$ cat src/rtl/firtrig_pkg.sv
// Shared definitions for the rolling-sum trigger stage: default widths and
// discriminator state encoding.
package firtrig_pkg;

  localparam int SUMBITS_DEF   = 18;
  localparam int HYSTBITS_DEF  = 12;
  localparam int HOLDBITS_DEF  = 16;
  localparam int WIDTHBITS_DEF = 16;

  typedef enum logic [1:0] {
    S_IDLE    = 2'd0,
    S_ARMED   = 2'd1,
    S_ACTIVE  = 2'd2,
    S_HOLDOFF = 2'd3
  } state_t;

endpackage

$ cat src/rtl/peak_width_tracker.sv
// Running signed maximum and saturating group counter for one over-threshold
// pulse. Load starts a pulse, update folds in one more evaluated group.
module peak_width_tracker #(
  parameter int SUMBITS   = 18,
  parameter int WIDTHBITS = 16
) (
  input  logic                 clk,
  input  logic                 reset_n,
  input  logic                 clear,
  input  logic                 load,
  input  logic                 update,
  input  logic [SUMBITS-1:0]   sum,
  output logic [SUMBITS-1:0]   peak,
  output logic [WIDTHBITS-1:0] width
);

  always_ff @(posedge clk or negedge reset_n) begin
    if (!reset_n) begin
      peak  <= '0;
      width <= '0;
    end else if (clear) begin
      peak  <= '0;
      width <= '0;
    end else if (load) begin
      peak  <= sum;
      width <= WIDTHBITS'(1);
    end else if (update) begin
      if ($signed(sum) > $signed(peak)) peak <= sum;
      // Counter sticks at all-ones rather than wrapping on very long pulses.
      if (width != '1) width <= width + WIDTHBITS'(1);
    end
  end

endmodule

$ cat src/rtl/sum_threshold_trigger.sv
// Threshold discriminator on the rolling-sum stream: trigger on crossing,
// hysteretic release, holdoff before re-arm, peak/width report per pulse.
module sum_threshold_trigger
  import firtrig_pkg::*;
#(
  parameter int SUMBITS   = SUMBITS_DEF,
  parameter int HYSTBITS  = HYSTBITS_DEF,
  parameter int HOLDBITS  = HOLDBITS_DEF,
  parameter int WIDTHBITS = WIDTHBITS_DEF
) (
  input  logic                 clk,
  input  logic                 reset_n,
  input  logic [SUMBITS-1:0]   sum_in,
  input  logic                 valid_in,
  input  logic                 hold_in,
  input  logic                 enable,
  input  logic [SUMBITS-1:0]   thresh,
  input  logic [HYSTBITS-1:0]  hyst,
  input  logic [HOLDBITS-1:0]  holdoff,
  output logic                 trig,
  output logic                 over,
  output logic [SUMBITS-1:0]   peak,
  output logic [WIDTHBITS-1:0] width,
  output logic                 rep_valid,
  output state_t               dbg_state
);

  // Stream contract: valid_in & enable keep the discriminator alive (dropping
  // either aborts to IDLE); a group is evaluated only when hold_in is low.
  state_t              state, state_next;
  logic [HOLDBITS-1:0] cnt, cnt_next;
  logic                trig_next, rep_next;
  logic                trk_load, trk_update, trk_clear;
  logic                ev, live;
  logic                at_thresh, below_rel;
  logic signed [SUMBITS:0] rel_level, sum_ext;
  logic [SUMBITS-1:0]   trk_peak;
  logic [WIDTHBITS-1:0] trk_width;

  assign live = valid_in & enable;
  assign ev   = live & ~hold_in;

  // One extra bit so thresh - hyst cannot wrap near the negative limit.
  assign rel_level = $signed({thresh[SUMBITS-1], thresh})
                   - $signed({{(SUMBITS + 1 - HYSTBITS){1'b0}}, hyst});
  assign sum_ext   = $signed({sum_in[SUMBITS-1], sum_in});
  assign at_thresh = $signed(sum_in) >= $signed(thresh);
  assign below_rel = sum_ext < rel_level;

  always_comb begin
    state_next = state;
    cnt_next   = cnt;
    trig_next  = 1'b0;
    rep_next   = 1'b0;
    trk_load   = 1'b0;
    trk_update = 1'b0;
    trk_clear  = 1'b0;
    case (state)
      S_IDLE: begin
        if (live) state_next = S_ARMED;
      end
      S_ARMED: begin
        if (ev && at_thresh) begin
          state_next = S_ACTIVE;
          trig_next  = 1'b1;
          trk_load   = 1'b1;
        end
      end
      S_ACTIVE: begin
        if (ev) begin
          if (below_rel) begin
            rep_next = 1'b1;
            if (holdoff == '0) begin
              state_next = S_ARMED;
            end else begin
              state_next = S_HOLDOFF;
              cnt_next   = holdoff;
            end
          end else begin
            trk_update = 1'b1;
          end
        end
      end
      S_HOLDOFF: begin
        if (ev) begin
          if (cnt <= HOLDBITS'(1)) begin
            state_next = S_ARMED;
            cnt_next   = '0;
          end else begin
            cnt_next = cnt - HOLDBITS'(1);
          end
        end
      end
      default: state_next = S_IDLE;
    endcase
    if (!live) begin
      state_next = S_IDLE;
      trig_next  = 1'b0;
      rep_next   = 1'b0;
      trk_load   = 1'b0;
      trk_update = 1'b0;
      trk_clear  = 1'b1;
    end
  end

  always_ff @(posedge clk or negedge reset_n) begin
    if (!reset_n) begin
      state     <= S_IDLE;
      cnt       <= '0;
      trig      <= 1'b0;
      rep_valid <= 1'b0;
      peak      <= '0;
      width     <= '0;
    end else begin
      state     <= state_next;
      cnt       <= cnt_next;
      trig      <= trig_next;
      rep_valid <= rep_next;
      // The releasing group is not folded in, so the tracker holds the final result.
      if (rep_next) begin
        peak  <= trk_peak;
        width <= trk_width;
      end
    end
  end

  peak_width_tracker #(
    .SUMBITS   (SUMBITS),
    .WIDTHBITS (WIDTHBITS)
  ) u_tracker (
    .clk     (clk),
    .reset_n (reset_n),
    .clear   (trk_clear),
    .load    (trk_load),
    .update  (trk_update),
    .sum     (sum_in),
    .peak    (trk_peak),
    .width   (trk_width)
  );

  assign over      = (state == S_ACTIVE);
  assign dbg_state = state;

endmodule

$ cat config.mk
export PLATFORM = sky130hd
export DESIGN_NAME = sum_threshold_trigger
export DESIGN_NICKNAME = d
export VERILOG_FILES = /design/src/rtl/firtrig_pkg.sv /design/src/rtl/peak_width_tracker.sv /design/src/rtl/sum_threshold_trigger.sv
export SDC_FILE = /design/constraint.sdc
export NUM_CORES = 1
export LEC_CHECK = 0
export CAP_MARGIN = 20
export CORE_ASPECT_RATIO = 0.8
export CORE_MARGIN = 2
export CORE_UTILIZATION = 45
export CTS_BUF_LIST = sky130_fd_sc_hd__clkbuf_8
export DETAILED_ROUTE_END_ITERATION = 10
export PLACE_DENSITY = 0.7
export SETUP_SLACK_MARGIN = 0.5
export SKIP_CTS_REPAIR_TIMING = 1
export SLEW_MARGIN = 20
export SYNTH_ARGS = -nofsm -noshare
export SYNTH_HDL_FRONTEND = slang
export SYNTH_SLANG_ARGS = --single-unit
$ cat constraint.sdc
create_clock -name clk -period 4.23 [get_ports clk]
set_input_delay 0.423 -clock clk [delete_from_list [all_inputs] [get_ports clk]]
set_output_delay 0.423 -clock clk [all_outputs]
set_load 0.03 [all_outputs]
* Word level (Yosys, flattened, before mapping) *
Cells that the tools add are included.

storage, ports and cells
  bits in registers = 88
  word-level logic and storage cells = 75

cells by class
  eq/ne operators = 16
  reduce and logical (&&, ||, !) cells = 8
  bitwise operators = 3
  muxes and demuxes = 33
  magnitude comparators = 4
  $add $sub $neg = 3

operator list
  kind                   count
  $mux 16                9
  $mux 18                4
  $pmux 16 s2            1
  $lt 18x19->1           1
  $sub 18x13->19         1
  $ge 18x18->1           1
  $gt 18x18->1           1
  $add 16x1->16 const B  1
  $le 16x1->1 const B    1
  $logic_not 16->1       1
  $ne 16x16->1 const B   1
  $sub 16x1->16 const B  1
  $ne 3x3->1 const B     5
  $mux 2                 7
  $mux 1                 11
  $reduce_and 5->1       2
  $ne 3x2->1 const B     3
  $pmux 2 s4             1
  $eq 2x2->1 const B     2
  $ne 2x1->1 const B     2
  $ne 2x2->1 const B     2
  $reduce_and 2->1       2
  $and 1x1->1            2
  $eq 2x1->1 const B     1
  4 further kinds        4

* Logic depth before layout (Yosys ltp) *
  depth in word-level cells = 9
  gate-level depth with buffers = 22
  depth with buffers taken out = 20

* Cells and area by module *
Synthesis repeated with hierarchy kept, for this count alone.

second synthesis, totals
  cells, all modules = 664
  area, all modules = 6427.4 µm²

modules (own cells, without submodules)
  module                 cells an instance  times used  sequential area each (µm²)  area each (µm²)
  sum_threshold_trigger  450                1           1351.3                      4350.4
  peak_width_tracker     214                1           850.8                       2077.0

* Worst setup path before layout *
No wires, ideal clock.

  kind = input port to flip-flop
  start point = in hyst[1]
  end point = reg width[12]
  stages = 17
  arrival = 4.190 ns
  setup time = 0.128 ns
  path slack = -0.088 ns
  cells stage by stage = inv_1 ha_1 nor2b_1 o21ai_1 a21oi_1 o41ai_1 o21a_1 a21oi_1 or4_1 xnor2_1 ha_1 nand4_1 nor4b_1 o21ai_2 nand3_1 clkbuf_1 mux2_1

on the way
  longest elaborated chain between the ends = 6

ends and longest elaborated chain
  what                    RTL line                      source
  start: declaration      sum_threshold_trigger.sv:18   input logic [HYSTBITS-1:0] hyst,
  $sub 18x13->19          sum_threshold_trigger.sv:45   - $signed({{(SUMBITS + 1 - HYSTBITS){1'b0}}, hyst});
  $lt 18x19->1            sum_threshold_trigger.sv:48   assign below_rel = sum_ext < rel_level;
  $mux 1                  sum_threshold_trigger.sv:71   if (below_rel) begin
  $mux 1                  sum_threshold_trigger.sv:70   if (ev) begin
  $mux 1                  sum_threshold_trigger.sv:58   case (state)
  $mux 1                  sum_threshold_trigger.sv:96   if (!live) begin
  end signal: assignment  sum_threshold_trigger.sv:122  width <= trk_width;
  end: declaration        sum_threshold_trigger.sv:23   output logic [WIDTHBITS-1:0] width,

Every way passes these cells.
A chain may end at the register's enable or synchronous reset.

* Worst setup path after layout *
  start point = in thresh[1]
  end point = reg width[1]

on the way
  longest elaborated chain between the ends = 6

ends and longest elaborated chain
  what                RTL line                     source
  start: declaration  sum_threshold_trigger.sv:17  input logic [SUMBITS-1:0] thresh,
  $sub 18x13->19      sum_threshold_trigger.sv:45
  $lt 18x19->1        sum_threshold_trigger.sv:48
  $mux 1              sum_threshold_trigger.sv:71
  $mux 1              sum_threshold_trigger.sv:70
  $mux 1              sum_threshold_trigger.sv:58
  $mux 1              sum_threshold_trigger.sv:96

Every way passes these cells.

==> flow_metrics.tcl <==
set metrics [dict create \
    status "finished, final reports clean" \
    synth_top_family_by_area "simple AND/OR/NAND/NOR gates" \
    syn-instance-count 660 \
    dr_total_vias 5386 \
    synth_xor_xnor_area_share 0.0392 \
    syn-num-nets 802 \
    grt_start_max_net_pins 58 \
    cts.reportedPaths.clkPinSlew_ns 0.08 \
    register_area_sq_mm 0.00220 \
    yosys_most_used_dff "sky130_fd_sc_hd__dfrtp_1" \
    rows 37 \
    asyncSetResetFlopFracSynth 1.00 \
    cts_root_buffer "sky130_fd_sc_hd__clkbuf_8" \
    total_leakage_power_uw 0.00389 \
    crit_arrival_ns 4.18 \
    adder_cell_fraction_of_synth_area 0.153 \
    first_global_vias 5199 \
    cts_made_buffers 9 \
    critPathMaxFanout 7 \
    netlist-cell-type-count 64 \
    drc_violation_count_after_routing 0 \
    final_nets 941 \
    synth_largest_type_area_fraction 0.365 \
    die_height_um 108 \
    worst_ir_drop_vdd_v 0.000181 \
    met1_length_um 7420 \
    finalMaxSlewViolations 0 \
    timing.max_slew.rel_slack 0.528 \
    multi_input_area_sq_mm 0.00389 \
    synthTopCellsByArea "sky130_fd_sc_hd__dfrtp_1 36%, sky130_fd_sc_hd__ha_1 15%, sky130_fd_sc_hd__inv_1 4.0%" \
    detail_route.wirelength_um 15600 \
    gp_congestion 0.804 \
    placeableCoreArea_sq_mm 0.0130 \
    max-clock-path-buffers 2 \
    cts_tree "built" \
    cp_data_required_time_ns 4.48 \
    drtAntennaViolNets 0 \
    power.density_mw_per_mm2 238 \
    insertion_delay_ns 0.37 \
    cts.sinks 88 \
    final_setup_skew_ns 0.00826 \
    routedWlPerCell_um 15.9 \
    max_cap_violations 0 \
    avgViaCountPerCell 5.50 \
    netlist_area_sq_mm 0.00603 \
    avgSynthCellArea_sq_um 9.14 \
    postLayoutCellArea_sq_mm 0.00829 \
    sort_of_element_at_the_start_of_the_critical_path "input port" \
    ys_warn_count 0 \
    gr-usage-all-layers 0.212 \
    power.internal_uw 1390 \
    setup_viol 0 \
    grt_first_pass_wirelength_um 24700 \
    power.clock.fraction 0.299 \
    grt_antenna_before_repair 0 \
    worst-slew-pin-transition_ns 0.708 \
    final-hold-violation-count 0 \
    max_clock_freq_ghz 0.255 \
    clock_tree.htree_level_count 3 \
    hp-class "input port to asynchronous set/reset pin" \
    area_growth_pct 37.4 \
    synth_simple_gate_area_frac 0.164 \
    post-route-period-util 0.928 \
    io_pins 108 \
    n_antenna_cell 0 \
    synth.ff_latch_count 88 \
    fin_setup_tns_ns 0 \
    cp-end-kind "flop" \
    fill_cells 1053 \
    met3_length_um 650 \
    combPwrFrac 0.267 \
    dr.pass1.iters 5 \
    fin_crit_ns 3.93 \
    fraction_of_layout_instances_using_a_drive_strength_above_1 0.165 \
    drt-initial-drc-count 336 \
    switching_power_uw 585 \
    synth.yosys.seq_area_share 0.365 \
    post_dp_cell_area_sq_mm 0.00766 \
    synth-compound-area-share 0.162 \
    synth_enable_flop_cells 0 \
    crit_type "input port to flop" \
    port_buffers 107 \
    highest_layer "met4" \
    post-dp-hpwl_um 11500 \
    initial_core_util 0.466 \
    floorplan.die_area_sq_mm 0.0144 \
    grt_residual_overflow 0 \
    switching_share 0.296 \
    setup_repair_after_global_routing_missed_its_margin "true" \
    routed-wl-met2_um 7300 \
    layout.core_utilization 0.640 \
    die_w_um 133 \
    sequentialPowerShare 0.434 \
    synthMuxAreaShare 0.0614 \
    synth.largest_area_cell "sky130_fd_sc_hd__dfrtp_1" \
]
## layout by cell type, fill, tap and decap left out, types with 5 or more instances in the layout
cell type | netlist | layout
sky130_fd_sc_hd__o21ai_0 | 43 | 27
sky130_fd_sc_hd__nor4_1 | 17 | 10
sky130_fd_sc_hd__buf_4 | 0 | 32
sky130_fd_sc_hd__a21oi_1 | 37 | 33
sky130_fd_sc_hd__mux2i_1 | 19 | 19
sky130_fd_sc_hd__nand2_1 | 54 | 52
sky130_fd_sc_hd__o2bb2ai_1 | 9 | 9
sky130_fd_sc_hd__xnor2_1 | 22 | 21
sky130_fd_sc_hd__nand2b_1 | 6 | 6
sky130_fd_sc_hd__o21ai_1 | 8 | 20
sky130_fd_sc_hd__dlymetal6s2s_1 | 0 | 12
sky130_fd_sc_hd__nand3_1 | 31 | 29
sky130_fd_sc_hd__nand4_1 | 10 | 10
sky130_fd_sc_hd__ha_4 | 0 | 9
sky130_fd_sc_hd__nor4_2 | 1 | 6
sky130_fd_sc_hd__mux2_4 | 0 | 16
sky130_fd_sc_hd__a21oi_2 | 1 | 5
sky130_fd_sc_hd__nor3_1 | 15 | 12
sky130_fd_sc_hd__a21o_1 | 8 | 8
sky130_fd_sc_hd__clkdlybuf4s50_1 | 0 | 90
sky130_fd_sc_hd__inv_1 | 65 | 58
sky130_fd_sc_hd__clkbuf_8 | 0 | 10
sky130_fd_sc_hd__inv_2 | 0 | 7
sky130_fd_sc_hd__ha_1 | 72 | 63
sky130_fd_sc_hd__dfrtp_1 | 88 | 88
sky130_fd_sc_hd__nor2_1 | 49 | 47
sky130_fd_sc_hd__a22o_1 | 7 | 7
sky130_fd_sc_hd__xor2_1 | 5 | 5
sky130_fd_sc_hd__buf_12 | 0 | 6
## metal layers
| layer | vias to the layer above | track usage |
|---|---|---|
| li1 | 2635 | - |
| met1 | 2596 | 0.287 |
| met2 | 137 | 0.356 |
| met3 | 18 | 0.0250 |
| met4 | 0 | 0.0676 |
| met5 | - | 0 |
## cell usage after synthesis (all sizes together) (2+ instances only)
library cell and count:
nand4 10, nand3 31, o21a 2, nor2 50, a31oi 4, o21ai 52, o22ai 2, nor4 18
o2bb2ai 9, o211ai 2, a211o 2, and3 3, o21bai 2, nand3b 2, a22o 7, a21oi 38
nor3 16, clkbuf 13, nor2b 3, inv 65, a21o 8, xnor2 22, nand2 54, a211oi 4
xor2 5, dfrtp 88, a311oi 2, ha 72, or4 3, mux2i 19, mux2 16, nand2b 6
a41o 3, buf 6, or2 2
## through the flow
step | worst slack (ns) | hold WS [ns] | std cells | power [uW]
after floorplan | 0.209 | 0.127 | 660 | 1150
after global placement | -0.537 | 0.468 | 955 | 1330
after detailed placement | -0.623 | 0.470 | 955 | 1340
after CTS | -0.257 | 0.139 | 971 | 1930
after global routing | 0.112 | 0.167 | 979 | 2070
final | 0.305 | 0.102 | 979 | 1980
## path summary, 6_finish.rpt
| kind | end | slack, ns | depth (start not counted) | from |
|---|---|---|---|---|
| min reg2reg | cnt[14] | 0.49 | 1 | cnt[14] |
| min in group clk | cnt[14] | 0.49 | 1 | cnt[14] |
| max | width[1] | 0.30 | 19 | thresh[1] |
| max reg2reg | cnt[15] | 1.64 | 8 | cnt[10] |
| min | cnt[6] | 0.10 | 1 | reset_n |
| max in group asynchronous | width[12] | 3.24 | 2 | reset_n |
## sequential cells by signal (all words and copies together) (netlist names)
name / cells
cnt: 16
trig: 1
rep_valid: 1
u_tracker.width: 16
dbg_state: 2
u_tracker.peak: 18
width: 16
peak: 18
## layout make-up
| type | count | share of cell area |
|---|---|---|
| clock buffers | 10 | 0.0166 |
| inverters | 66 | 0.0317 |
| flip-flops and latches | 88 | 0.266 |
| well taps | 175 | 0.0264 |
| multi-input cells | 487 | 0.469 |
| repair buffers | 147 | 0.184 |
| clock inverters | 6 | 0.00739 |
## power by group through the flow
stage / sequential [uW] / combinational (uW) / clock [uW]
5_1_grt: 860 / 583 / 632
3_5_place_dp: 875 / 468 / 0
3_3_place_gp: 875 / 452 / 0
4_1_cts: 858 / 471 / 598
6_report: 858 / 527 / 591
2_1_floorplan: 875 / 271 / 0
## logic make-up after synthesis
kind of cell	Yosys count
simple gates	204
mux	35
fa+ha+maj	73
buf+inv	85
flops	88
xor+xnor	27
compound gates	148
## worst max-delay path, stage by stage
cell and delay [ns]:
sky130_fd_sc_hd__clkbuf_2 0.11, sky130_fd_sc_hd__ha_4 0.24, sky130_fd_sc_hd__nor2b_4 0.12, sky130_fd_sc_hd__o21ai_2 0.15, sky130_fd_sc_hd__a21oi_2 0.10, sky130_fd_sc_hd__o41ai_4 0.27, sky130_fd_sc_hd__o21a_1 0.20, sky130_fd_sc_hd__a21oi_2 0.07
sky130_fd_sc_hd__or4_1 0.49, sky130_fd_sc_hd__xnor2_1 0.15, sky130_fd_sc_hd__ha_1 0.30, sky130_fd_sc_hd__nand4_1 0.18, sky130_fd_sc_hd__nor4b_2 0.35, sky130_fd_sc_hd__buf_4 0.18, sky130_fd_sc_hd__o21ai_4 0.09, sky130_fd_sc_hd__buf_12 0.16
sky130_fd_sc_hd__nand3_4 0.13, sky130_fd_sc_hd__clkbuf_16 0.17, sky130_fd_sc_hd__mux2_4 0.29
No activity file was read; power rests on OpenSTA's default activity.
